==> config.mk <==
export PLATFORM = sky130hd
export DESIGN_NAME = index_counter_bank
export DESIGN_NICKNAME = d
export VERILOG_FILES = /design/src/rtl/index_counter_bank.sv
export SDC_FILE = /design/constraint.sdc
export NUM_CORES = 1
export LEC_CHECK = 0
export CORE_MARGIN = 5
export CORE_UTILIZATION = 40
export DETAILED_ROUTE_END_ITERATION = 8
export PLACE_DENSITY = 0.62
export SETUP_SLACK_MARGIN = 0.4
export SKIP_LAST_GASP = 1
export SYNTH_ARGS = -nofsm -noshare
export SYNTH_HDL_FRONTEND = slang
export SYNTH_SLANG_ARGS = --single-unit
export TNS_END_PERCENT = 50
==> constraint.sdc <==
create_clock -name CLK -period 9.2 [get_ports CLK]
set_input_delay 0.92 -clock CLK [delete_from_list [all_inputs] [get_ports CLK]]
set_output_delay 0.92 -clock CLK [all_outputs]
set_load 0.01 [all_outputs]
==> src/rtl/index_counter_bank.sv <==
// index_counter_bank: N_CH independent index registers with load, strided step,
// and per-channel programmable wrap limits, updated on the falling clock edge.
module index_counter_bank #(
    parameter int unsigned DEPTH = 256,
    parameter int unsigned N_CH  = 4,
    parameter int unsigned IDX_W = 8,
    parameter int unsigned CH_W  = 2
) (
    input  logic                    CLK,
    input  logic                    RESET,
    input  logic                    RESET_INsig,
    input  logic                    DTMBsig,
    input  logic [CH_W-1:0]         ch_sel,
    input  logic                    load,
    input  logic [IDX_W-1:0]        load_value,
    input  logic                    step,
    input  logic [IDX_W-1:0]        stride,
    input  logic                    cfg_we,
    input  logic [IDX_W:0]          cfg_limit,
    output logic [N_CH*IDX_W-1:0]   index_out,
    output logic [IDX_W-1:0]        sel_index,
    output logic [N_CH-1:0]         wrap_pulse,
    output logic                    err
);

    localparam logic [IDX_W:0] LIM_RST = (IDX_W+1)'(DEPTH);

    logic [IDX_W-1:0] idx_q [N_CH];
    logic [IDX_W-1:0] idx_d [N_CH];
    logic [IDX_W:0]   lim_q [N_CH];
    logic [IDX_W:0]   lim_d [N_CH];
    logic [N_CH-1:0]  wrap_q, wrap_d;
    logic             err_q, err_d;
    logic [IDX_W:0]   sum;

    // Next-state: global clear, unmasked reset, then per-channel load/step/config
    always_comb begin
        for (int i = 0; i < N_CH; i++) begin
            idx_d[i] = idx_q[i];
            lim_d[i] = lim_q[i];
        end
        wrap_d = '0;
        err_d  = 1'b0;
        sum    = '0;
        if (RESET_INsig) begin
            // Global clear keeps the programmed limits
            for (int i = 0; i < N_CH; i++) idx_d[i] = '0;
        end else if (RESET && !DTMBsig) begin
            for (int i = 0; i < N_CH; i++) begin
                idx_d[i] = '0;
                lim_d[i] = LIM_RST;
            end
        end else begin
            for (int i = 0; i < N_CH; i++) begin
                if (ch_sel == CH_W'(i)) begin
                    // Load and step both judge against the limit held before this edge
                    if (load) begin
                        if ({1'b0, load_value} < lim_q[i]) begin
                            idx_d[i] = load_value;
                        end else begin
                            idx_d[i] = IDX_W'(lim_q[i] - (IDX_W+1)'(1));
                            err_d    = 1'b1;
                        end
                    end else if (step) begin
                        sum = {1'b0, idx_q[i]} + {1'b0, stride};
                        if ({1'b0, stride} >= lim_q[i]) begin
                            err_d = 1'b1;
                        end else if (sum >= lim_q[i]) begin
                            // Single subtraction: an index already above a lowered limit wraps once
                            idx_d[i]  = IDX_W'(sum - lim_q[i]);
                            wrap_d[i] = 1'b1;
                        end else begin
                            idx_d[i] = IDX_W'(sum);
                        end
                    end
                    if (cfg_we) begin
                        if ((cfg_limit == '0) || (cfg_limit > LIM_RST)) begin
                            err_d = 1'b1;
                        end else begin
                            lim_d[i] = cfg_limit;
                        end
                    end
                end
            end
        end
    end

    // State registers, updated on the falling edge
    always_ff @(negedge CLK) begin
        for (int i = 0; i < N_CH; i++) begin
            idx_q[i] <= idx_d[i];
            lim_q[i] <= lim_d[i];
        end
        wrap_q <= wrap_d;
        err_q  <= err_d;
    end

    // Output packing and selected-channel mux of the registered indices
    always_comb begin
        sel_index = '0;
        for (int i = 0; i < N_CH; i++) begin
            index_out[i*IDX_W +: IDX_W] = idx_q[i];
            if (ch_sel == CH_W'(i)) sel_index = idx_q[i];
        end
    end

    assign wrap_pulse = wrap_q;
    assign err        = err_q;

endmodule

==> metrics.log, run 1 <==
[metrics] Top delay family on crit path: compound AO/OA/AOI/OAI gates
[metrics] effective utilization at floorplan: about 41%
[metrics] buffer levels on the longest clock path: 2
[metrics] number of standard-cell rows in the floorplan: between 50 and 60
[metrics] chain of cells forming the critical path: dlygate4sd2_1 -> buf_4 -> ha_1 -> fa_2 -> a21o_1 -> a21oi_2 -> nand2b_4 -> a21oi_1 -> a211oi_2 -> ha_1 -> nand4_1 -> o21ai_1 -> or2_2 -> o31ai_4 -> buf_6 -> mux2i_1 -> nor2_1 -> o21ba_2
[metrics] count of flip-flops with a built-in enable after synthesis: 36
[metrics] later-pin clock latency in the skew report: around 0.43 ns
[metrics] placeable core region: between 0.02 and 0.025 sq mm
[metrics] overall global routing resource usage: between 20% and 30%
[metrics] buffer type at the clock tree root: sky130_fd_sc_hd__clkbuf_16
[metrics] Min-Delay Startpoint: idx_q[2][5]$_SDFFE_NP0P_
[metrics] Filler Cell Count: about 1900
[metrics] register-to-register setup slack: 5.71 ns
[metrics] most common library cells after synthesis: sky130_fd_sc_hd__ha_1 (132), sky130_fd_sc_hd__nor2_1 (67), sky130_fd_sc_hd__inv_1 (63)
[metrics] ports placed on the boundary: between 70 and 80
[metrics] Reg clk slew, reported paths: roughly 0.030 ns
[metrics] wire length of the first global-routing pass: 44200 um
[metrics] CTS tree: built
[metrics] Hold Crit Endpoint: idx_q[2][5]$_SDFFE_NP0P_
[metrics] net total in the final layout: approximately 1300
[metrics] iteration-0 DRC count of the detailed router: about 540
[metrics] Mapped Avg Cell Area: between 8 and 9 sq um
[metrics] hold-fix buffer count after cts: 0
[metrics] r2r worst-path depth: 14
[metrics] met3 Resource Use GR: between 6 and 7%
[metrics] WP data arrival: between 4 and 5 ns
[metrics] path type of the worst setup path: primary input to register
[metrics] count of port buffers added during placement: 78
[metrics] Yosys reg bits: 73
[metrics] RSZ-0062 raised after global routing: true
[metrics] distinct cell type count of the synthesized netlist: around 70
[metrics] count of inserted antenna diode cells: 0
[metrics] Startpoint Class: primary input
[metrics] post-detailed-routing wire length: between 20000 and 30000 um
[metrics] total power consumption of the routed design: roughly 1600 uW
[metrics] post-detail-place hpwl: 22400 um
[metrics] Worst Path Max Fanout: 4
[metrics] grt met1 use: between 30% and 40%
[metrics] class of the most critical hold timing path: register to register
[metrics] placed cells: 1330
[metrics] Post-Syn Area: 0.00825 sq mm
[metrics] post-route non-filler standard cell count: approximately 1400
[metrics] count of cells along the worst hold path: 2
[metrics] Relative slew margins: between 30% and 40%
[metrics] total of warnings raised by yosys: 0
[metrics] Die X-Extent: between 150 and 200 um
[metrics] via count of the routed design: approximately 8200
[metrics] count leader, synth: sky130_fd_sc_hd__ha_1
[metrics] critical path required time: approximately 5 ns
[metrics] Sinks on Clock Net: 73
[metrics] remaining global-route overflow: 0
[metrics] kind of capture point of the worst setup path: register
[metrics] transition at the pin with the smallest max-transition slack: ~0.94 ns
[metrics] highest cell delay on the worst timing path: ~0.34 ns
[metrics] routed wire length per instance: roughly 21 um
[metrics] TritonCTS Buffers: 9
[metrics] RePlAce Congestion: slightly above 0.9
[metrics] Worst path most repeated cell: sky130_fd_sc_hd__ha_1
[metrics] synthesized netlist cell count: roughly 930
[metrics] ANT nets after route: 0
[metrics] H-Tree Depth: 3
[metrics] result of the run: completed
[metrics] via count of the first global-routing pass: about 8000
[metrics] Power Dens Cells: 149 mW/mm^2
[metrics] worst r2r dst: idx_q[0][4]$_SDFFE_NP0P_
[metrics] share of synthesized flip-flops with an asynchronous set or reset: 0%
[metrics] top-area cell type share of the netlist area: 20.0%
[metrics] WHS: roughly 0.54 ns
[metrics] final clock skew: around 0.028 ns
[metrics] most heavily used metal layer in global routing: met2
[metrics] first-pass iteration count of the detailed router: 5
[metrics] Remaining DRCs: 0
[metrics] beginning of the worst register-to-register path: idx_q[0][3]$_SDFFE_NP0P_
[metrics] final number of setup-violating endpoints: 0
[metrics] number of antenna violations at the first check in global routing: 0
[metrics] largest cells by area after synthesis: sky130_fd_sc_hd__ha_1 (20%), sky130_fd_sc_hd__edfxtp_1 (13%), sky130_fd_sc_hd__dfxtp_1 (9.0%)
[metrics] dominant synthesized flop cell: sky130_fd_sc_hd__dfxtp_1
[metrics] most area-hungry cell type in the Yosys netlist: sky130_fd_sc_hd__ha_1
[metrics] total die area: roughly 0.024 sq mm
[metrics] final-report max-slew violation count: 0
[metrics] Area Growth Syn to Fin: 29.6%
[metrics] fraction of the yosys area taken by sequential cells: between 20% and 30%
[metrics] DIE HEIGHT: 154 um
[metrics] maximum number of pins on one net before global-route repair: 38
[metrics] slowest library cell on the worst path: sky130_fd_sc_hd__fa_2
[metrics] Synthesized Nets: between 1000 and 1500
[metrics] max-cap violations: 0
[metrics] global routing usage on met2: 37.2%
[metrics] layout cells sized above 1: 14.2%
[metrics] number of vias per cell after detailed routing: approximately 5.7
[metrics] Peak VDD IR: just over 100 uV
[metrics] Crit path buffers/inverters: 3
[metrics] Static Leak: slightly below 0.005 uW
[metrics] Post-Route Setup TNS: 0 ns
[metrics] Hold Violations, Final: 0
-- stage by stage --
| step | worst slack [ns] | cell area (sq um) | utilization (%) |
|---|---|---|---|
| floorplan | 0.526 | 8250 | - |
| global placement | -0.103 | 9880 | 48.7 |
| detailed placement | -0.157 | 9880 | 48.7 |
| CTS | 0.429 | 10600 | 52.0 |
| global route | 0.373 | 10700 | 52.7 |
| finish | 0.568 | 10700 | 52.7 |
-- per-layer routing --
metal | wire (um) | up-vias
met4 | 1110 | 0
met2 | 13100 | 338
met5 | 0 | -
met3 | 2370 | 72
li1 | - | 3914
met1 | 12700 | 3835
-- worst reg2reg max path, cell delays in order, from the launching register on --
cell and delay [ns]:
sky130_fd_sc_hd__dfxtp_1 0.53, sky130_fd_sc_hd__ha_1 0.33, sky130_fd_sc_hd__and3_1 0.17, sky130_fd_sc_hd__a221o_1 0.37, sky130_fd_sc_hd__o41ai_4 0.25, sky130_fd_sc_hd__xnor2_1 0.23, sky130_fd_sc_hd__ha_1 0.31, sky130_fd_sc_hd__o21a_1 0.19
sky130_fd_sc_hd__o211ai_1 0.20, sky130_fd_sc_hd__a21oi_2 0.08, sky130_fd_sc_hd__nor2_4 0.12, sky130_fd_sc_hd__buf_4 0.15, sky130_fd_sc_hd__mux2i_1 0.08, sky130_fd_sc_hd__mux2_2 0.27, sky130_fd_sc_hd__o22ai_1 0.14
-- registers in the layout (all words and copies together), names as in the netlist --
register and flops:
err 1, lim_q 36, idx_q 32, wrap_pulse 4
-- report_power, final --
| part | internal [uW] | switching (uW) |
|---|---|---|
| combinational | 297 | 323 |
| sequential | 364 | 26.1 |
| clock | 335 | 247 |
| total | 996 | 597 |
-- logic make-up (layout without fill, tap and decap cells) --
group                    count (synthesis)  count (layout)  synth area share, %
flip-flops                              73              73                 22.1
AND/OR/NAND/NOR                        240             240                 14.1
multiplexers                            60              60                 8.74
XOR/XNOR                                63              63                 6.69
AO/OA/AOI/OAI                          268             268                 22.5
buffers and inverters                   83             308                 3.97
adder cells (fa/ha/maj)                140             140                 22.0
-- repair_timing --
item,4_1_cts,5_1_grt
pin swaps,4,11
endpoints found under the setup margin,23,29
buffers inserted,2,2
resized for setup,11,24
-- cell type report --
cell class,count,area (sq um),area share (%)
well taps,270,338,3.16
clock inverters,80,414,3.87
multi-input cells,771,6230,58.3
repair buffers,157,1430,13.3
flip-flops and latches,73,1820,17.0
inverters,62,233,2.18
clock buffers,9,225,2.11
-- placed cells by master, fill, tap and decap left out, drive strengths merged, types with 5 or more instances in the layout --
| cell | n |
|---|---|
| a21oi | 60 |
| mux4 | 8 |
| dfxtp | 37 |
| o21ai | 62 |
| a21o | 23 |
| nor3 | 25 |
| nand4 | 5 |
| nand2 | 53 |
| o211ai | 11 |
| ha | 132 |
| mux2i | 36 |
| xnor2 | 45 |
| clkbuf | 9 |
| clkdlybuf4s50 | 74 |
| o21a | 17 |
| a211oi | 13 |
| nor2b | 16 |
| and2 | 10 |
| xor2 | 18 |
| nor2 | 69 |
| inv | 136 |
| o32ai | 8 |
| a31oi | 11 |
| nand2b | 15 |
| edfxtp | 36 |
| and3 | 5 |
| mux2 | 16 |
| buf | 79 |
| nand3 | 26 |
| o22ai | 10 |
| fa | 8 |
| o21bai | 6 |
-- how the worst max path moves through the flow --
| stage | startpoint | end | slack [ns] | depth (start not counted) |
|---|---|---|---|---|
| 5_1_grt | stride[2] | idx_q[0][4]$_SDFFE_NP0P_ | 0.37 | 16 |
| 3_3_place_gp | stride[0] | idx_q[1][0]$_SDFFE_NP0P_ | -0.10 | 18 |
| 3_5_place_dp | stride[0] | idx_q[1][0]$_SDFFE_NP0P_ | -0.16 | 18 |
| 2_1_floorplan | stride[0] | idx_q[1][2]$_SDFFE_NP0P_ | 0.53 | 15 |
| 6_report | stride[0] | idx_q[1][2]$_SDFFE_NP0P_ | 0.57 | 18 |
| 4_1_cts | stride[1] | idx_q[2][2]$_SDFFE_NP0P_ | 0.43 | 17 |
No activity file was read; power rests on OpenSTA's default activity.
==> run 2: changes to the inputs <==
Clock period 9.2 ns to 8.08 ns, I/O delays scaled along.
==> metrics.log, run 2 (synthesis results as in run 1) <==
[metrics] via count of the first global-routing pass: about 8300
[metrics] wire length of the first global-routing pass: 45400 um
[metrics] overall global routing resource usage: roughly 25%
[metrics] slowest library cell on the worst path: sky130_fd_sc_hd__clkdlybuf4s50_1
[metrics] Remaining DRCs: 0
[metrics] Startpoint Class: primary input
[metrics] commonest non-fill, non-tap cell in the layout: sky130_fd_sc_hd__inv_1
[metrics] layout cells sized above 1: 23.2%
[metrics] remaining global-route overflow: 0
[metrics] path type of the worst setup path: primary input to register
[metrics] Area Growth Syn to Fin: 39.8%
[metrics] most frequent cells in the layout: sky130_fd_sc_hd__inv_1 (135), sky130_fd_sc_hd__buf_4 (134), sky130_fd_sc_hd__ha_1 (119)
[metrics] WP data arrival: 3.90 ns
[metrics] Worst Path Max Fanout: 4
[metrics] sequential cell area: 0.00182 sq mm
[metrics] total die area: 0.0236 sq mm
[metrics] post-detail-place hpwl: between 20000 and 25000 um
[metrics] DIE HEIGHT: ~150 um
[metrics] flip-flop count of the largest register after layout: 36
[metrics] Relative slew margins: between 40% and 50%
[metrics] critical path required time: 4.34 ns
[metrics] via count of the routed design: about 8400
[metrics] buffer levels on the longest clock path: 2
[metrics] Reg clk slew, reported paths: around 0.040 ns
[metrics] Sinks on Clock Net: between 70 and 80
[metrics] area used by multi-input combinational logic: 0.00655 sq mm
[metrics] first-pass iteration count of the detailed router: 5
[metrics] kind of capture point of the worst setup path: register
[metrics] routed wire length per instance: roughly 20 um
[metrics] total power consumption of the routed design: 1880 uW
[metrics] RSZ-0062 raised after global routing: true
[metrics] maximum number of pins on one net before global-route repair: 28
[metrics] H-Tree Depth: 3
[metrics] post-detailed-routing wire length: 30100 um
[metrics] buffer type at the clock tree root: sky130_fd_sc_hd__clkbuf_16
[metrics] highest cell delay on the worst timing path: 0.43 ns
[metrics] final-report max-slew violation count: 0
[metrics] max-cap violations: 0
[metrics] effective utilization at floorplan: 40.6%
[metrics] Static Leak: 0.00533 uW
[metrics] class of the most critical hold timing path: register to register
[metrics] placeable core region: 0.0203 sq mm
[metrics] hold-fix buffer count after cts: 0
[metrics] CTS tree: built
[metrics] count of port buffers added during placement: 78
[metrics] post-route non-filler standard cell count: between 1000 and 1500
[metrics] RePlAce Congestion: ~0.94
[metrics] Top delay family on crit path: compound AO/OA/AOI/OAI gates
[metrics] final clock skew: 0.0194 ns
[metrics] number of standard-cell rows in the floorplan: 52
[metrics] iteration-0 DRC count of the detailed router: between 500 and 600
[metrics] Crit path buffers/inverters: 3
[metrics] ANT nets after route: 0
[metrics] Hold Violations, Final: 0
[metrics] later-pin clock latency in the skew report: 0.42 ns
[metrics] Power Dens Cells: around 160 mW/mm^2
[metrics] number of antenna violations at the first check in global routing: 1
[metrics] Post-Route Setup TNS: 0 ns
[metrics] net total in the final layout: approximately 1400
[metrics] Die X-Extent: approximately 150 um
[metrics] TritonCTS Buffers: 9
[metrics] Peak VDD IR: between 90 and 100 uV
[metrics] Filler Cell Count: ~1900
[metrics] result of the run: completed
[metrics] final number of setup-violating endpoints: 0
[metrics] chain of cells forming the critical path: clkdlybuf4s50_1 -> buf_4 -> ha_1 -> o21ai_0 -> a21oi_4 -> o21ai_0 -> nand2b_1 -> ha_1 -> nor2_2 -> o21ai_2 -> or2_4 -> o31ai_4 -> buf_6 -> mux2i_2 -> nor2_1 -> o21ba_2
[metrics] transition at the pin with the smallest max-transition slack: about 0.78 ns
[metrics] placed cells: 1393
[metrics] number of vias per cell after detailed routing: approximately 5.6
[metrics] register with the highest flop count: lim_q
[metrics] ports placed on the boundary: between 70 and 80
run 2: tightest hold or removal path, cell delays in order (launching register included):
cell and delay [ns]:
sky130_fd_sc_hd__dfxtp_1 0.35, sky130_fd_sc_hd__nand2_1 0.08, sky130_fd_sc_hd__o22ai_1 0.07
run 2: worst paths after layout:
kind / startpoint / to / slack (ns) / cells past startpoint
setup reg to reg: idx_q[0][1]$_SDFFE_NP0P_ / idx_q[0][1]$_SDFFE_NP0P_ / 4.63 / 14
hold / removal: idx_q[0][0]$_SDFFE_NP0P_ / idx_q[0][0]$_SDFFE_NP0P_ / 0.55 / 2
setup / recovery: stride[5] / idx_q[1][2]$_SDFFE_NP0P_ / 0.44 / 16
hold reg to reg: idx_q[0][0]$_SDFFE_NP0P_ / idx_q[0][0]$_SDFFE_NP0P_ / 0.55 / 2
run 2: routing by layer:
layer  wire (um)  vias up  track usage (%)
met1       12800     3937             31.1
met2       14000      335             40.1
met4        1060        0             8.87
li1            -     4053                -
met5           0        -                0
met3        2300       76             6.66
run 2: final cells by class:
class	count	share of cell area, %
Sequential cell	73	15.8
Inverter	62	2.02
Multi-Input combinational cell	771	56.7
Tap cell	270	2.93
Antenna cell	1	0.0217
Clock inverter	80	3.39
Timing Repair Buffer	227	17.2
Clock buffer	9	1.95
run 2: power breakdown:
| part | switching [uW] | internal [uW] | total [uW] | leakage (uW) |
|---|---|---|---|---|
| combinational | 406 | 416 | 822 | 0.00416 |
| clock | 265 | 350 | 614 | 0.000551 |
| sequential | 29.3 | 414 | 443 | 0.000616 |
| total | 700 | 1180 | 1880 | 0.00533 |
run 2: what timing repair did:
item,in CTS,in global routing
pin swaps,27,43
endpoints found under the setup margin,36,33
setup buffers,8,3
resized for setup,37,69
run 2: through the flow:
step	worst slack, ns	area, sq um	hold slack (ns)	utilization [%]
6_report	0.442	11500	0.554	56.8
2_1_floorplan	0.211	8330	0.515	-
3_5_place_dp	-0.530	10400	0.536	51.3
4_1_cts	0.363	11200	0.539	55.3
3_3_place_gp	-0.446	10400	0.533	51.3
5_1_grt	0.274	11500	0.595	56.8
==> RTL edit 1 (settings of run 2) <==
`CH_W`: 2 -> 4.
--- a/src/rtl/index_counter_bank.sv
+++ b/src/rtl/index_counter_bank.sv
@@ -4,7 +4,7 @@
     parameter int unsigned DEPTH = 256,
     parameter int unsigned N_CH  = 4,
     parameter int unsigned IDX_W = 8,
-    parameter int unsigned CH_W  = 2
+    parameter int unsigned CH_W  = 4
 ) (
     input  logic                    CLK,
     input  logic                    RESET,
Ports: changed (resized ch_sel); port bits go from 79 to 81. The function was not compared with the original's and may differ.
==> RTL edit 1 against run 2 <==
Via count increased by 3.8%. Sequential cell count unchanged. Critical path type unchanged. Synthesized area decreased by 0.80%. Design area increased by 1.7%. Setup slack got worse by 0.23 ns. Wire length increased by 2.7%. Total power decreased by 21%.
==> RTL edit 1: results (changes against run 2) <==
Cells and area
  – Inverter count: 63 (was 62)
  – Seq/total area: 0.1553 (was 0.1579)
  – Final Util: 0.5815 (was 0.5683)
  – Buffering overhead: 0.1950 (was 0.1716)
  – #MultiIn Comb: 780 (was 771)
  – Fillers: 1830 (was 1874)
  – Fin nets: 1439 (was 1391)
  – Fraction of area in multi-input gates: 0.5549 (was 0.5674)

Route
  – WL met2: 14150 microns (was 13970 microns)
  – Vias: 8722 (was 8401)
  – Uppermost routed layer: met5 (was met4)
  – M1 WL: 13280 microns (was 12750 microns)
  – Detailed Route WL: 30900 microns (was 30080 microns)

Placement
  – Dpl ws: -0.5350 ns (was -0.5300 ns)

Setup path
  – RR Endpoint: idx_q[2][0]$_SDFFE_NP0P_ (was idx_q[0][1]$_SDFFE_NP0P_)
  – CP Max Fanout: 6 (was 4)
  – CP startpoint: stride[0] (was stride[5])
  – R2R cell count: 16 (was 14)
  – Worst path slowest cell: or4_4 (was clkdlybuf4s50_1)

Worst hold path
  – Min-delay src: idx_q[2][4]$_SDFFE_NP0P_ (was idx_q[0][0]$_SDFFE_NP0P_)

Global routing
  – Met1 GRT Util: 0.3337 (was 0.3113)
  – M2 GR Usage: 0.4096 (was 0.4007)
  – Largest net degree at the start of global routing: 33 (was 28)
  – Global routing usage on met3: 0.05541 (was 0.06661)
  – First-pass GRT wire length: 46790 microns (was 45430 microns)

Yosys
  – Synth cell count leaders: 132 x ha_1, 66 x a21oi_1, 66 x nor2_1, 63 x inv_1, 63 x o21ai_0 (was 132 x ha_1, 67 x nor2_1, 63 x inv_1, 58 x a21oi_1, 56 x o21ai_0)
  – Ranking of synthesized cells by area: ha_1 20%, edfxtp_1 13%, dfxtp_1 9.1% (was ha_1 20%, edfxtp_1 13%, dfxtp_1 9.0%)

Power and ir drop
  – Leakage: 0.005464 uW (was 0.005328 uW)

Outcome
  – Outcome: finished clean (unchanged)
[RTL edit 1: cell count changes after synthesis, sizes merged, moves of 7 or more]
cell / delta
nand2: -14
mux2i: +10
mux4: -8
a21oi: +7
[RTL edit 1: what timing repair did]
action,in CTS,in global routing
cloned,1,0
setup buffers,11,16
endpoints found under the setup margin,36,31
resized for setup,52,49
pin swaps,17,30
endpoints found under the hold margin,0,0
[RTL edit 1: critical path, delay by kind of cell]
family | cells | cell delay, ns
fa+ha+maj | 3 | 0.77
compound gates | 6 | 1.17
simple gates | 4 | 0.69
buf+inv | 4 | 0.51
xor+xnor | 1 | 0.11
[RTL edit 1: cell families after synthesis]
family | share of synthesized area
AOI/OAI and AO/OA | 0.2313
and+or+nand+nor | 0.1393
adders and majority gates | 0.2214
buffers and inverters | 0.03930
DFF | 0.2226
muxes | 0.08287
xor gates and xnor gates | 0.06315
[RTL edit 1: power breakdown]
part | switching, uW | internal [uW]
combinational | 276 | 273
clock | 270 | 256
sequential | 13.2 | 404
total | 559 | 932
==> RTL edit 2 (config.mk and constraints of run 2) <==
Without the edit above. Remove the register `err_q`: a continuous assignment takes its place, so the output `err` follows one clock earlier.
--- a/src/rtl/index_counter_bank.sv
+++ b/src/rtl/index_counter_bank.sv
@@ -92,8 +92,9 @@
             lim_q[i] <= lim_d[i];
         end
         wrap_q <= wrap_d;
-        err_q  <= err_d;
     end
+
+    assign err_q = err_d;
 
     // Output packing and selected-channel mux of the registered indices
     always_comb begin
Formal check against the unedited RTL: not equivalent (a bounded check fails within 4 cycles, from zero or initial values).
==> RTL edit 2 against run 2 <==
Sequential share of layout area is 0.58 points lower. Sequential cell count decreased by 1. Total power shrank 1.6%. Via count up 4.4%. Register-to-register slack improved by 0.03 ns. Setup slack worse by 0.020 ns. Critical path type unchanged. Synthesized area fell by 0.50%. Hold slack gained 0.0015 ns. Wire length rose by 3.9%. Largest cell class unchanged. Sequential power fell by 1%. Synthesized cell count decreased by 0.11%. Final cell count is 2.2% higher. Design area grew 2.7%. Die area shrank 0.47%.
==> RTL edit 2: results (changes against run 2) <==
STA
  – Slew headroom: 0.4178 (was 0.4789)
  – Clock skew: 0.02338 ns (was 0.01944 ns)
  – Final Hold Slack: 0.5557 ns (was 0.5542 ns)

Global routing
  – M2 GR Usage: 0.3984 (was 0.4007)
  – Total GRT Usage: 0.2510 (was 0.2451)
  – Vias in the first global route: 8426 (was 8348)
  – Global routing usage on met3: 0.06531 (was 0.06661)
  – Antenna violations before repair: 0 (was 1)
  – Largest net degree at the start of global routing: 37 (was 28)
  – Met1 GRT Util: 0.3254 (was 0.3113)

Route
  – DR vias/cell: 5.746 (was 5.627)
  – Detailed Route WL: 31260 microns (was 30080 microns)
  – Met3 WL: 2395 microns (was 2295 microns)
  – M1 WL: 13510 microns (was 12750 microns)
  – WL met2: 14290 microns (was 13970 microns)
  – 1st-iter DRT viols: 787 (was 573)

Clocking
  – CTS-repair resized insts: 62 (was 37)
  – Post-CTS Setup Inserts: 20 (was 8)

Yosys
  – Post-Synth Adder-Cell Area: 0.2207 (was 0.2196)
  – Yosys cell types: 74 (was 72)
  – Number of synthesized flops with an enable pin: 36 (unchanged)
  – Seq/Total Area, Yosys: 0.2195 (was 0.2208)
  – Synth cell count leaders: 132 x ha_1, 63 x a21oi_1, 63 x inv_1, 60 x nor2_1, 53 x nand2_1 (was 132 x ha_1, 67 x nor2_1, 63 x inv_1, 58 x a21oi_1, 56 x o21ai_0)
  – Ranking of synthesized cells by area: ha_1 20%, edfxtp_1 13%, dfxtp_1 8.8% (was ha_1 20%, edfxtp_1 13%, dfxtp_1 9.0%)
  – Post-synthesis mux area share: 0.08095 (was 0.08737)

Power and ir drop
  – Power per cell area: 156.2 mW/mm^2 (was 162.9 mW/mm^2)
  – Max rail drop VDD: 0.0001002 V (was 0.00009532 V)
  – Leakage: 0.005441 uW (was 0.005328 uW)
  – Switch share: 0.3885 (was 0.3726)
  – Power share of the sequential group: 0.237
  – P_comb: 853 uW (was 822 uW)

Setup path
  – CP peak stage delay: 0.37 ns (was 0.43 ns)
  – CP Max Fanout: 6 (was 4)
  – Worst path slowest cell: o41a_1 (was clkdlybuf4s50_1)
  – RR Endpoint: idx_q[2][6]$_SDFFE_NP0P_ (was idx_q[0][1]$_SDFFE_NP0P_)
  – FF-to-FF Start: idx_q[2][0]$_SDFFE_NP0P_ (was idx_q[0][1]$_SDFFE_NP0P_)
  – Worst Path Arrival: 3.91 ns (was 3.90 ns)

Placement
  – Post-DP HPWL: 23220 microns (was 23030 microns)
  – Gp weighted congestion: 0.9512 (was 0.9382)

Cells and area
  – Fin nets: 1425 (was 1391)
  – # diodes: 0 (was 1)

Worst hold path
  – Min-delay src: idx_q[3][0]$_SDFFE_NP0P_ (was idx_q[0][0]$_SDFFE_NP0P_)
  – WHS Endpoint: idx_q[3][0]$_SDFFE_NP0P_ (was idx_q[0][0]$_SDFFE_NP0P_)

Outcome
  – Outcome: finished clean (unchanged)
-- RTL edit 2: logic make-up (layout without fill, tap and decap cells) --
| group | after synthesis | count (layout) |
|---|---|---|
| fa+ha+maj | 140 | 140 |
| simple gates | 260 | 260 |
| xor+xnor | 58 | 58 |
| flops | 72 | 72 |
| buf+inv | 87 | 417 |
| compound gates | 255 | 255 |
| mux | 54 | 54 |
-- RTL edit 2: metrics by stage --
stage | std cells | instance area, sq um | setup WS, ns
2_1_floorplan | 926 | 8285 | 0.3617
3_3_place_gp | 1395 | 10470 | -0.3792
3_5_place_dp | 1395 | 10470 | -0.4432
4_1_cts | 1504 | 11400 | 0.3468
5_1_grt | 1526 | 11840 | 0.3302
6_report | 1526 | 11840 | 0.4225
-- RTL edit 2: worst min-delay path, delay by kind of cell (launching register included) --
| kind | cells | cell delay (ns) |
|---|---|---|
| AOI/OAI and AO/OA | 1 | 0.08 |
| DFF | 1 | 0.34 |
| and+or+nand+nor | 1 | 0.08 |
-- RTL edit 2: layout make-up --
type / instances / area [sq um]
timing repair buffer: 267 / 2321
fill: 1763 / 8392
tap: 270 / 337.8
multi-input combinational: 767 / 6586
inverter: 62 / 232.7
clock buffer: 9 / 225.2
clock inverter: 79 / 337.8
sequential: 72 / 1802
-- RTL edit 2: how the worst max path moves through the flow --
stage,from,end,depth (start not counted)
CTS,lim_q[1][7]$_SDFFCE_NP0P_,err,11
detailed placement,stride[0],idx_q[1][4]$_SDFFE_NP0P_,17
floorplan,stride[0],idx_q[0][1]$_SDFFE_NP0P_,15
global placement,stride[0],idx_q[3][3]$_SDFFE_NP0P_,17
finish,stride[2],idx_q[0][0]$_SDFFE_NP0P_,15
global route,stride[0],idx_q[1][4]$_SDFFE_NP0P_,17
